### config.mk
export PLATFORM = sky130hd
export DESIGN_NAME = gb_csr_fifo_responder
export DESIGN_NICKNAME = d
export VERILOG_FILES = /design/src/rtl/gb_csr_fifo_responder.sv
export SDC_FILE = /design/constraint.sdc
export NUM_CORES = 1
export LEC_CHECK = 0
export CAP_MARGIN = 20
export CORE_ASPECT_RATIO = 1.4
export CORE_UTILIZATION = 45
export DETAILED_ROUTE_END_ITERATION = 8
export GPL_ROUTABILITY_DRIVEN = 0
export PLACE_DENSITY = 0.78
export SLEW_MARGIN = 20
export SYNTH_ARGS = -nofsm -noshare
export SYNTH_HDL_FRONTEND = slang
export SYNTH_SLANG_ARGS = --single-unit
### constraint.sdc
create_clock -name gb_clk -period 4 [get_ports gb_clk]
set_input_delay 0.4 -clock gb_clk [delete_from_list [all_inputs] [get_ports gb_clk]]
set_output_delay 0.4 -clock gb_clk [all_outputs]
set_load 0.02 [all_outputs]
### src/rtl/gb_csr_fifo_responder.sv
// Ghostbus leaf responder: CSR bank, RAM window and a pop-on-read FIFO window.
// Address offsets are taken relative to BASE. The block spans [0, 2*2**RAM_AW):
//   0..CSR_N-1  CSR R/W
//   8           STATUS RO, {count, full, empty} in the LSBs
//   9           FIFO_DATA RO, a read pops one word
//   10          ERR_COUNT RO, any write clears it
//   2**RAM_AW.. RAM R/W
// Ports:
//   gb_clk, gb_rst          clock and synchronous active-high reset
//   gb_addr, gb_wdata       access address and write data
//   gb_wen, gb_rstb         one-cycle write and read strobes
//   gb_rdata                registered read data, one cycle after gb_rstb
//   csr_out                 flattened CSR contents, CSR k at [k*GB_DW +: GB_DW]
//   fifo_in_data/valid      fabric push side
//   fifo_in_ready           high while the FIFO is not full
module gb_csr_fifo_responder #(
  parameter int unsigned      GB_AW    = 24,
  parameter int unsigned      GB_DW    = 32,
  parameter int unsigned      BASE     = 0,
  parameter int unsigned      CSR_N    = 4,
  parameter logic [GB_DW-1:0] CSR_INIT = 32'h00000010,
  parameter int unsigned      RAM_AW   = 4,
  parameter logic [GB_DW-1:0] RAM_INIT = 32'h00000080,
  parameter int unsigned      FIFO_AW  = 3
) (
  input  logic                   gb_clk,
  input  logic                   gb_rst,
  input  logic [GB_AW-1:0]       gb_addr,
  input  logic [GB_DW-1:0]       gb_wdata,
  input  logic                   gb_wen,
  input  logic                   gb_rstb,
  output logic [GB_DW-1:0]       gb_rdata,
  output logic [CSR_N*GB_DW-1:0] csr_out,
  input  logic [GB_DW-1:0]       fifo_in_data,
  input  logic                   fifo_in_valid,
  output logic                   fifo_in_ready
);

  localparam int unsigned RAM_DEPTH  = 1 << RAM_AW;
  localparam int unsigned FIFO_DEPTH = 1 << FIFO_AW;
  localparam int unsigned CNT_W      = FIFO_AW + 1;
  localparam int unsigned CSR_IW     = (CSR_N > 1) ? $clog2(CSR_N) : 1;
  localparam int unsigned ERR_W      = 16;

  // Power-up image of the RAM; reset never reloads it.
  function automatic logic [RAM_DEPTH-1:0][GB_DW-1:0] ram_init_f();
    logic [RAM_DEPTH-1:0][GB_DW-1:0] v;
    for (int unsigned i = 0; i < RAM_DEPTH; i++) v[i] = RAM_INIT + GB_DW'(i);
    return v;
  endfunction

  logic [CSR_N-1:0][GB_DW-1:0]     csr_q;
  logic [RAM_DEPTH-1:0][GB_DW-1:0] ram_q = ram_init_f();
  logic [GB_DW-1:0]                fifo_mem [FIFO_DEPTH];
  logic [FIFO_AW-1:0]              wr_ptr_q, rd_ptr_q;
  logic [CNT_W-1:0]                count_q;
  logic [ERR_W-1:0]                err_q;

  // Address decode
  logic [GB_AW-1:0]  offset;
  logic              in_block, is_csr, is_status, is_fifo, is_err, is_ram, unmapped;
  logic [CSR_IW-1:0] csr_idx;
  logic [RAM_AW-1:0] ram_idx;

  assign offset    = gb_addr - GB_AW'(BASE);
  assign in_block  = offset < GB_AW'(2 * RAM_DEPTH);
  assign is_csr    = offset < GB_AW'(CSR_N);
  assign is_status = offset == GB_AW'(8);
  assign is_fifo   = offset == GB_AW'(9);
  assign is_err    = offset == GB_AW'(10);
  assign is_ram    = in_block && (offset >= GB_AW'(RAM_DEPTH));
  assign unmapped  = in_block && !(is_csr || is_status || is_fifo || is_err || is_ram);
  assign csr_idx   = offset[CSR_IW-1:0];
  assign ram_idx   = offset[RAM_AW-1:0];

  // FIFO flags come straight from the registered count
  logic full, empty, push, pop;
  assign full          = count_q == CNT_W'(FIFO_DEPTH);
  assign empty         = count_q == '0;
  assign fifo_in_ready = !full;
  assign push          = fifo_in_valid && !full;
  assign pop           = gb_rstb && is_fifo && !empty;

  // Read mux; values are pre-edge, so a same-cycle write is not visible
  logic [GB_DW-1:0] rd_val;
  always_comb begin
    rd_val = '0;
    if (is_csr)         rd_val = csr_q[csr_idx];
    else if (is_status) rd_val = GB_DW'({count_q, full, empty});
    else if (is_fifo)   rd_val = empty ? '0 : fifo_mem[rd_ptr_q];
    else if (is_err)    rd_val = GB_DW'(err_q);
    else if (is_ram)    rd_val = ram_q[ram_idx];
  end

  // Error events: one read-side and one write-side source per cycle, saturating
  logic           rd_err, wr_err, err_clr;
  logic [1:0]     err_inc;
  logic [ERR_W:0] err_sum;
  logic [ERR_W-1:0] err_next;
  assign rd_err   = gb_rstb && (unmapped || (is_fifo && empty));
  assign wr_err   = gb_wen && unmapped;
  assign err_clr  = gb_wen && is_err;
  assign err_inc  = 2'(rd_err) + 2'(wr_err);
  assign err_sum  = {1'b0, err_q} + (ERR_W+1)'(err_inc);
  assign err_next = err_sum[ERR_W] ? {ERR_W{1'b1}} : err_sum[ERR_W-1:0];

  // Control state: read data, CSRs, FIFO pointers, error counter
  always_ff @(posedge gb_clk) begin
    if (gb_rst) begin
      gb_rdata <= '0;
      for (int unsigned k = 0; k < CSR_N; k++) csr_q[k] <= CSR_INIT + GB_DW'(k);
      wr_ptr_q <= '0;
      rd_ptr_q <= '0;
      count_q  <= '0;
      err_q    <= '0;
    end else begin
      // Reads outside the block leave gb_rdata untouched
      if (gb_rstb && in_block) gb_rdata <= rd_val;
      if (gb_wen && is_csr)    csr_q[csr_idx] <= gb_wdata;
      if (push) wr_ptr_q <= wr_ptr_q + FIFO_AW'(1);
      if (pop)  rd_ptr_q <= rd_ptr_q + FIFO_AW'(1);
      case ({push, pop})
        2'b10:   count_q <= count_q + CNT_W'(1);
        2'b01:   count_q <= count_q - CNT_W'(1);
        default: count_q <= count_q;
      endcase
      err_q <= err_clr ? '0 : err_next;
    end
  end

  // FIFO storage needs no reset; stale words are unreachable once pointers clear
  always_ff @(posedge gb_clk) begin
    if (push) fifo_mem[wr_ptr_q] <= fifo_in_data;
  end

  // RAM keeps its contents across reset
  always_ff @(posedge gb_clk) begin
    if (!gb_rst && gb_wen && is_ram) ram_q[ram_idx] <= gb_wdata;
  end

  assign csr_out = csr_q;

endmodule
==> flow_metrics.tcl, run 1 <==
set metrics [dict create \
    drc 0 \
    ir_drop_mv 0.285 \
    die_area_um2 84500 \
    max_freq_mhz 287 \
    path_max_fanout 7 \
    hpwl_mm 63.9 \
    async_reset_ff_frac 0 \
    io_pins 254 \
    wirelength_mm 102 \
    initial_core_util 0.457 \
    cpPeakStageDelay_ns 0.81 \
    max_slew_margin 0.202 \
    ys_types 53 \
    synth_nets 2334 \
    power_density_nw_per_um2 455 \
    tns_ns 0 \
    track_usage 0.242 \
    syn_area_um2 37500 \
    fin_crit_ns 3.49 \
    netlist.area_leader.share 0.615 \
    synth_most_common_cell "edfxtp_1" \
    yosysWarnings 0 \
    crit_type "register to register" \
    critPathLaunchType "register" \
    instances_no_fill 3694 \
    cts_resized 0 \
    post-place-ws_ns 0.0542 \
    synth-seq-area-share 0.716 \
    p_leak_nw 14.4 \
    coreArea_um2 82100 \
    place_area_um2 41900 \
    synth_edf_count 768 \
    hp-class "primary input to register" \
    path_cells "nor4_1 > o21a_1 > o211ai_1 > fa_1 > inv_1 > ha_1 > nand3_1 > nor2_1 > nand2_1 > or4_1 > buf_4 > a21oi_1" \
    num_rows 124 \
    required_ns 4.54 \
    setup_violations 0 \
    htree_levels 3 \
    status "completed" \
    grt_pass1_vias 22800 \
    ant_nets 0 \
    grt_pass1_wl_mm 149 \
    ys_ff_latch 957 \
    netlist.top_cell.by_area "edfxtp_1" \
    cts_made_buffers 88 \
    place_inst 3529 \
    syn_avg_cell_area_um2 16.8 \
    post_cts_buffers 0 \
    routed_via_density 6.08 \
    nets 2649 \
    route.vias.total 22500 \
    fill_cells 6079 \
    tightest_slew_ns 1.19 \
    drt_iter0_markers 2466 \
    critPathCaptureType "register" \
    die_width_um 246 \
    post-route-cell-area_um2 45000 \
    grt_max_degree 106 \
    cts_root_buffer "clkbuf_16" \
    cp_slowest_cell "nor4_1" \
    io_buffer_count 253 \
    synth_ff_type "edfxtp_1" \
    finalPower_mw 20.5 \
    hold_viol 0 \
    cts_tree "built" \
    timing.hold.ws_ns 0.221 \
    critical_path_arrival_ns 4.03 \
    utilization 0.548 \
    clockBufferDepth 3 \
    slew_viol_final 0 \
    drt-pass1-iter-count 5 \
    rrSetupSlack_ns 0.51 \
    synthCells 2233 \
    clk_latency_ns 0.65 \
    synth_commonest_cells "768 x edfxtp_1, 237 x nand2_1, 189 x dfxtp_1, 184 x mux4_2, 155 x a21oi_1" \
    synthToLayoutAreaGrowth_pct 20.0 \
    grt_antenna_before_repair 9 \
    synth_top_cells_by_area "edfxtp_1 62%, mux4_2 11%, dfxtp_1 10%, mux2i_1 3.1%, nand2_1 2.4%" \
    period_share 0.871 \
    wl_per_cell_um 27.6 \
    drive_gt1_frac 0.193 \
    die_h_um 344 \
    drv_cap 0 \
    fin_ws_ns 0.515 \
    rsz0062_at_grt "false" \
    cts_sinks 957 \
    cts.hold.buffers_added 0 \
    path_clk_slew_ns 0.06 \
    fin_worst_skew_ns 0.0293 \
    overflow 0 \
]
logic make-up after synthesis:
logic type | Yosys count | share of synthesized area
and+or+nand+nor | 447 | 0.0525
buffers and inverters | 150 | 0.0179
DFF | 957 | 0.716
muxes | 333 | 0.151
AOI/OAI and AO/OA | 322 | 0.0552
xor gates and xnor gates | 16 | 0.00374
adders and majority gates | 8 | 0.00307
report_power, final:
group,internal (mW),switching [mW],total [mW]
registers,10.8,0.0223,10.8
clock network,5.19,3.66,8.85
logic,0.311,0.474,0.785
cells in the final DEF (no fill, tap or decap), drive strengths merged, types with 4 or more instances in the layout:
| cell | netlist | layout |
|---|---|---|
| a211oi | 17 | 17 |
| a21o | 9 | 9 |
| a21oi | 155 | 155 |
| a221oi | 30 | 30 |
| a22o | 15 | 15 |
| a22oi | 38 | 38 |
| a2bb2oi | 15 | 15 |
| a31oi | 4 | 4 |
| and2 | 4 | 4 |
| buf | 66 | 113 |
| bufinv | 0 | 13 |
| clkbuf | 71 | 114 |
| clkdlybuf4s50 | 0 | 249 |
| clkinv | 0 | 25 |
| clkinvlp | 0 | 7 |
| dfxtp | 189 | 189 |
| diode | 0 | 4 |
| edfxtp | 768 | 768 |
| ha | 6 | 6 |
| inv | 13 | 15 |
| mux2 | 32 | 32 |
| mux2i | 117 | 117 |
| mux4 | 184 | 184 |
| nand2 | 237 | 237 |
| nand2b | 4 | 4 |
| nand3 | 32 | 32 |
| nand3b | 14 | 14 |
| nand4 | 7 | 7 |
| nor2 | 95 | 95 |
| nor2b | 8 | 8 |
| nor3 | 13 | 13 |
| nor4 | 9 | 9 |
| o211ai | 7 | 7 |
| o21ai | 23 | 23 |
| or3 | 12 | 12 |
| or4 | 4 | 4 |
| xnor2 | 8 | 8 |
| xor2 | 8 | 8 |
registers in the layout, summed over array words and instances, names as in the netlist, named ones only:
| signal | flops |
|---|---|
| err_q | 16 |
| rd_ptr_q | 3 |
| fifo_mem | 256 |
| gb_rdata | 32 |
| ram_q | 512 |
| csr_out | 128 |
| wr_ptr_q | 3 |
| count_q | 4 |
layout make-up:
class	count	area [um2]	share of cell area
Timing Repair Buffer	362	3490	0.0777
Tap cell	1071	1340	0.0298
Multi-Input combinational cell	1126	10200	0.226
Clock buffer	114	2460	0.0546
Inverter	13	48.8	0.00108
Antenna cell	4	10.0	0.000223
Clock inverter	47	602	0.0134
Sequential cell	957	26800	0.597
worst paths after layout:
kind / depth (start not counted) / start / end
hold reg to reg: 2 / csr_out[59]$_SDFFE_PP0P_ / csr_out[59]$_SDFFE_PP0P_
setup / recovery: 12 / count_q[0]$_SDFFE_PP0P_ / err_q[2]$_SDFF_PP0_
setup reg to reg: 12 / count_q[0]$_SDFFE_PP0P_ / err_q[2]$_SDFF_PP0_
hold / removal: 2 / gb_rst / csr_out[11]$_SDFFE_PP0P_
critical path, delay by kind of cell, from the launching register on:
| family | cells | cell delay, ns |
|---|---|---|
| AO/OA/AOI/OAI | 3 | 0.47 |
| flip-flops | 1 | 0.35 |
| buffers and inverters | 2 | 0.28 |
| adder cells (fa/ha/maj) | 2 | 0.61 |
| AND/OR/NAND/NOR | 5 | 1.70 |
layer usage:
layer | track usage | routed length (um) | part of all wire
met2 | 0.404 | 51200 | 0.50
met4 | 0.0992 | 3600 | 0.035
met5 | 0 | 27 | 0.00027
met1 | 0.310 | 37000 | 0.36
met3 | 0.0451 | 10000 | 0.098
Power figures use the tool's default switching activity.
==> inputs of run 2 (changes only) <==
RECOVER_POWER = 25   (was default)
==> run 2 against run 1 <==
Routed wire length increased by 0.19%. Clock power about the same. Critical path type unchanged. Die area unchanged. Largest power group unchanged. Combinational power decreased by 1%. First-iteration DRC count increased by 2.1%. Critical endpoint unchanged. Highest routed layer unchanged. Design area about the same. Via count increased by 0.27%. Power about the same.
==> flow_metrics.tcl, run 2 (synthesis results as in run 1) <==
set metrics [dict create \
    ir_drop_mv 0.285 \
    post-place-ws_ns 0.0542 \
    cpPeakStageDelay_ns 0.83 \
    grt_pass1_wl_mm 149 \
    status "completed" \
    grt_max_degree 106 \
    final_cell_mix "768 x edfxtp_1, 237 x nand2_1, 201 x clkdlybuf4s50_1" \
    critPathCaptureType "register" \
    io_buffer_count 253 \
    fin_worst_skew_ns 0.0321 \
    drt_iter0_markers 2517 \
    setup_violations 0 \
    drv_cap 0 \
    largest_register "ram_q" \
    post_cts_buffers 0 \
    critical_path_arrival_ns 4.06 \
    grt_antenna_before_repair 11 \
    hold_viol 0 \
    slew_viol_final 0 \
    fin_crit_ns 3.52 \
    nets 2649 \
    overflow 0 \
    cts_sinks 957 \
    clockBufferDepth 3 \
    cts.hold.buffers_added 0 \
    max_freq_mhz 284 \
    grt_pass1_vias 22800 \
    route.vias.total 22500 \
    clk_latency_ns 0.65 \
    critPathLaunchType "register" \
    tightest_slew_ns 1.19 \
    path_cells "nor4_1 > o21a_1 > o211ai_1 > fa_1 > inv_1 > ha_1 > nand3_1 > nor2_1 > nand2_1 > or4_1 > buf_4 > a21oi_1" \
    largest_reg_flops 512 \
    max_slew_margin 0.203 \
    cts_made_buffers 88 \
    drt-pass1-iter-count 5 \
    period_share 0.879 \
    htree_levels 3 \
    cts_tree "built" \
    die_width_um 246 \
    place_area_um2 41900 \
    cts_resized 0 \
    path_max_fanout 7 \
    coreArea_um2 82100 \
    fill_cells 6080 \
    drive_gt1_frac 0.193 \
    ant_nets 0 \
    hpwl_mm 63.9 \
    cts_root_buffer "clkbuf_16" \
    die_h_um 344 \
    rsz0062_at_grt "false" \
    initial_core_util 0.457 \
    post-route-cell-area_um2 45000 \
    tns_ns 0 \
    power_density_nw_per_um2 455 \
    cp_slowest_cell "nor4_1" \
    p_leak_nw 14.4 \
    io_pins 254 \
    crit_type "register to register" \
    hp-class "primary input to register" \
    num_rows 124 \
    wirelength_mm 102 \
    drc 0 \
    synthToLayoutAreaGrowth_pct 20.0 \
    die_area_um2 84500 \
    utilization 0.548 \
    final_common_cell "edfxtp_1" \
    track_usage 0.242 \
    finalPower_mw 20.5 \
    fin_ws_ns 0.484 \
    routed_via_density 6.09 \
    wl_per_cell_um 27.6 \
    path_clk_slew_ns 0.06 \
    required_ns 4.54 \
]
## run 2: metrics by stage
step                hold WS (ns)  instances
floorplan                  0.450       2233
global placement           0.456       3529
detailed placement         0.467       3529
CTS                        0.175       3690
global route               0.209       3695
finish                     0.207       3697
## run 2: final timing paths
kind	startpoint	end	slack (ns)	cells past startpoint
worst min register to register	csr_out[59]$_SDFFE_PP0P_	csr_out[59]$_SDFFE_PP0P_	0.48	2
worst max-delay path	count_q[0]$_SDFFE_PP0P_	err_q[2]$_SDFF_PP0_	0.48	12
worst min-delay path	gb_rst	csr_out[11]$_SDFFE_PP0P_	0.21	2
worst max register to register	count_q[0]$_SDFFE_PP0P_	err_q[2]$_SDFF_PP0_	0.48	12
## run 2: final cells by class
type,instances,area (um2),share of cell area
clock inverter,47,602,0.0134
sequential,957,26800,0.597
inverter,13,48.8,0.00108
timing repair buffer,362,3490,0.0777
multi-input combinational,1126,10200,0.226
tap,1071,1340,0.0298
clock buffer,114,2460,0.0546
antenna,7,17.5,0.000389
## run 2: power breakdown
| part | switching, mW | internal [mW] | total (mW) |
|---|---|---|---|
| Combinational | 0.475 | 0.302 | 0.777 |
| Sequential | 0.0221 | 10.8 | 10.8 |
| Clock | 3.66 | 5.19 | 8.85 |
## run 2: critical path: cells and delay by family (launching register included)
family                   cells  cell delay, ns
AND/OR/NAND/NOR              5            1.72
buffers and inverters        2            0.27
AO/OA/AOI/OAI                3            0.46
adder cells (fa/ha/maj)      2            0.61
flip-flops                   1            0.36
## run 2: routing by layer
layer,share of wire,vias up,GRT usage
met5,0.00026,-,0
met1,0.37,11500,0.310
met4,0.037,4,0.0992
met2,0.50,1385,0.404
met3,0.096,227,0.0451
li1,-,9419,-
==> inputs of run 3 (changes only) <==
CORE_MARGIN = 2   (was default)
SLEW_MARGIN = default   (was 20)
==> run 3 against run 2 <==
Die area grew 1.4%. Design area shrank 0.59%. Critical endpoint is now err_q[14]$_SDFF_PP0_. Setup slack gained 0.019 ns. Maximum frequency grew 0.54%. Sequential power is essentially flat. Clock power shrank 7.7%. Core utilization shrank 0.76 points. Sequential share of layout area grew 0.36 points. Cell count grew 0.49%. Global-route usage shrank 1.2 points. Clock skew shrank 0.0015 ns. Non-clock buffer count grew 8.
==> flow_metrics.tcl, run 3 (synthesis results as in run 1) <==
set metrics [dict create \
    p_sw_frac 0.205 \
    critPathCaptureType "register" \
    slew_viol_final 0 \
    cts.hold.buffers_added 0 \
    critPathLaunchType "primary input" \
    path_clk_slew_ns 0.06 \
    cp_slowest_cell "or4_1" \
    period_share 0.874 \
    power_density_nw_per_um2 442 \
    p_int_mw 15.7 \
    final_cell_mix "768 x edfxtp_1, 237 x nand2_1, 202 x clkdlybuf4s50_1" \
    p_leak_nw 14.3 \
    cts_made_buffers 88 \
    drc 0 \
    hp-class "primary input to register" \
    io_pins 254 \
    path_buf_inv 4 \
    max_freq_mhz 286 \
    path_cells "clkdlybuf4s50_1 > or4_1 > nor4_1 > buf_4 > o211ai_1 > fa_1 > inv_1 > ha_1 > nand3_1 > nor2_1 > nand2_1 > buf_4 > nor3_1 > a21oi_1 > a211oi_1" \
    clk_latency_ns 0.64 \
    num_rows 125 \
    required_ns 4.51 \
    largest_reg_flops 512 \
    wl_per_cell_um 26.9 \
    drv_cap 0 \
    p_seq_frac 0.548 \
    cts_root_buffer "clkbuf_16" \
    p_clk_frac 0.414 \
    drive_gt1_frac 0.190 \
    critical_path_arrival_ns 4.01 \
    nets 2657 \
    io_buffer_count 253 \
    grt_max_degree 103 \
    max_slew_margin 0.206 \
    die_h_um 346 \
    path_max_fanout 4 \
    tightest_slew_ns 1.19 \
    ant_nets 0 \
    wirelength_mm 99.9 \
    tns_ns 0 \
    routed_via_density 6.03 \
    htree_levels 3 \
    crit_type "primary input to register" \
    status "completed" \
    largest_register "ram_q" \
    cts_resized 0 \
    cts_sinks 957 \
    synthToLayoutAreaGrowth_pct 19.3 \
    overflow 0 \
    p_comb_frac 0.039 \
    die_area_um2 85700 \
    post_cts_buffers 0 \
    hpwl_mm 63.9 \
    timing.hold.ws_ns 0.206 \
    grt_pass1_wl_mm 145 \
    fin_worst_skew_ns 0.0306 \
    grt_antenna_before_repair 12 \
    post-place-ws_ns -0.0212 \
    ir_drop_mv 0.300 \
    hold_viol 0 \
    crit_top_cell "buf_4" \
    fin_crit_ns 3.50 \
    cpPeakStageDelay_ns 0.57 \
    grt_pass1_vias 22800 \
    route.vias.total 22400 \
    cp_top_family "simple AND/OR/NAND/NOR gates" \
    track_usage 0.230 \
    coreArea_um2 82700 \
    initial_core_util 0.453 \
    place_inst 3545 \
    instances_no_fill 3715 \
    switching_power_mw 4.06 \
    final_common_cell "edfxtp_1" \
    drt_iter0_markers 2433 \
    fin_ws_ns 0.502 \
    die_width_um 248 \
    rsz0062_at_grt "false" \
    drt-pass1-iter-count 6 \
    cts_tree "built" \
    clockBufferDepth 3 \
    setup_violations 0 \
]
==> run 3: changes by cell type in the layout (fill, tap and decap cells not counted), sizes merged <==
cell	delta
diode	-1
buf	+8
clkbuf	+15
clkinvlp	-5
dlygate4sd3	-1
inv	+2
clkdlybuf4s50	+1
bufinv	-9
==> run 3: worst register-to-register path, delay by kind of cell (launching register included) <==
| kind | cells | cell delay (ns) |
|---|---|---|
| flops | 1 | 0.35 |
| simple gates | 5 | 0.99 |
| fa+ha+maj | 2 | 0.62 |
| compound gates | 4 | 0.66 |
| buf+inv | 3 | 0.44 |
==> run 3: final timing paths <==
kind	slack (ns)	cells after the start	start	to
min reg2reg	0.48	2	csr_out[79]$_SDFFE_PP0P_	csr_out[79]$_SDFFE_PP0P_
min	0.21	2	gb_rst	csr_out[3]$_SDFFE_PP0P_
max reg2reg	0.83	14	count_q[0]$_SDFFE_PP0P_	err_q[14]$_SDFF_PP0_
max	0.50	15	gb_addr[7]	err_q[14]$_SDFF_PP0_
==> run 3: layout make-up <==
| cell class | instances | area (um2) |
|---|---|---|
| clock inverters | 35 | 334 |
| flip-flops and latches | 957 | 26800 |
| fillers | 6196 | 38000 |
| diodes | 6 | 15.0 |
| repair buffers | 370 | 3480 |
| multi-input cells | 1126 | 10200 |
| well taps | 1079 | 1350 |
| clock buffers | 129 | 2480 |
| inverters | 13 | 48.8 |
==> run 3: layer usage <==
metal / track usage / part of all wire
met5: 0 / 0.00027
met4: 0.0891 / 0.036
met3: 0.0472 / 0.091
met2: 0.389 / 0.51
met1: 0.289 / 0.36
==> run 3: power groups by stage <==
stage               clock (mW)  combinational [mW]  sequential (mW)
floorplan                    0               0.397             11.0
global placement             0               0.735             11.0
detailed placement           0               0.762             11.0
CTS                       8.27               0.766             10.8
global route              8.63               0.809             10.8
finish                    8.17               0.761             10.8
==> run 3: through the flow <==
| step | cell area [um2] | utilization | total power, mW |
|---|---|---|---|
| floorplan | 37500 | - | 11.4 |
| global placement | 41900 | 0.506 | 11.8 |
| detailed placement | 41900 | 0.506 | 11.8 |
| CTS | 44700 | 0.540 | 19.9 |
| global route | 44700 | 0.540 | 20.3 |
| finish | 44700 | 0.540 | 19.8 |
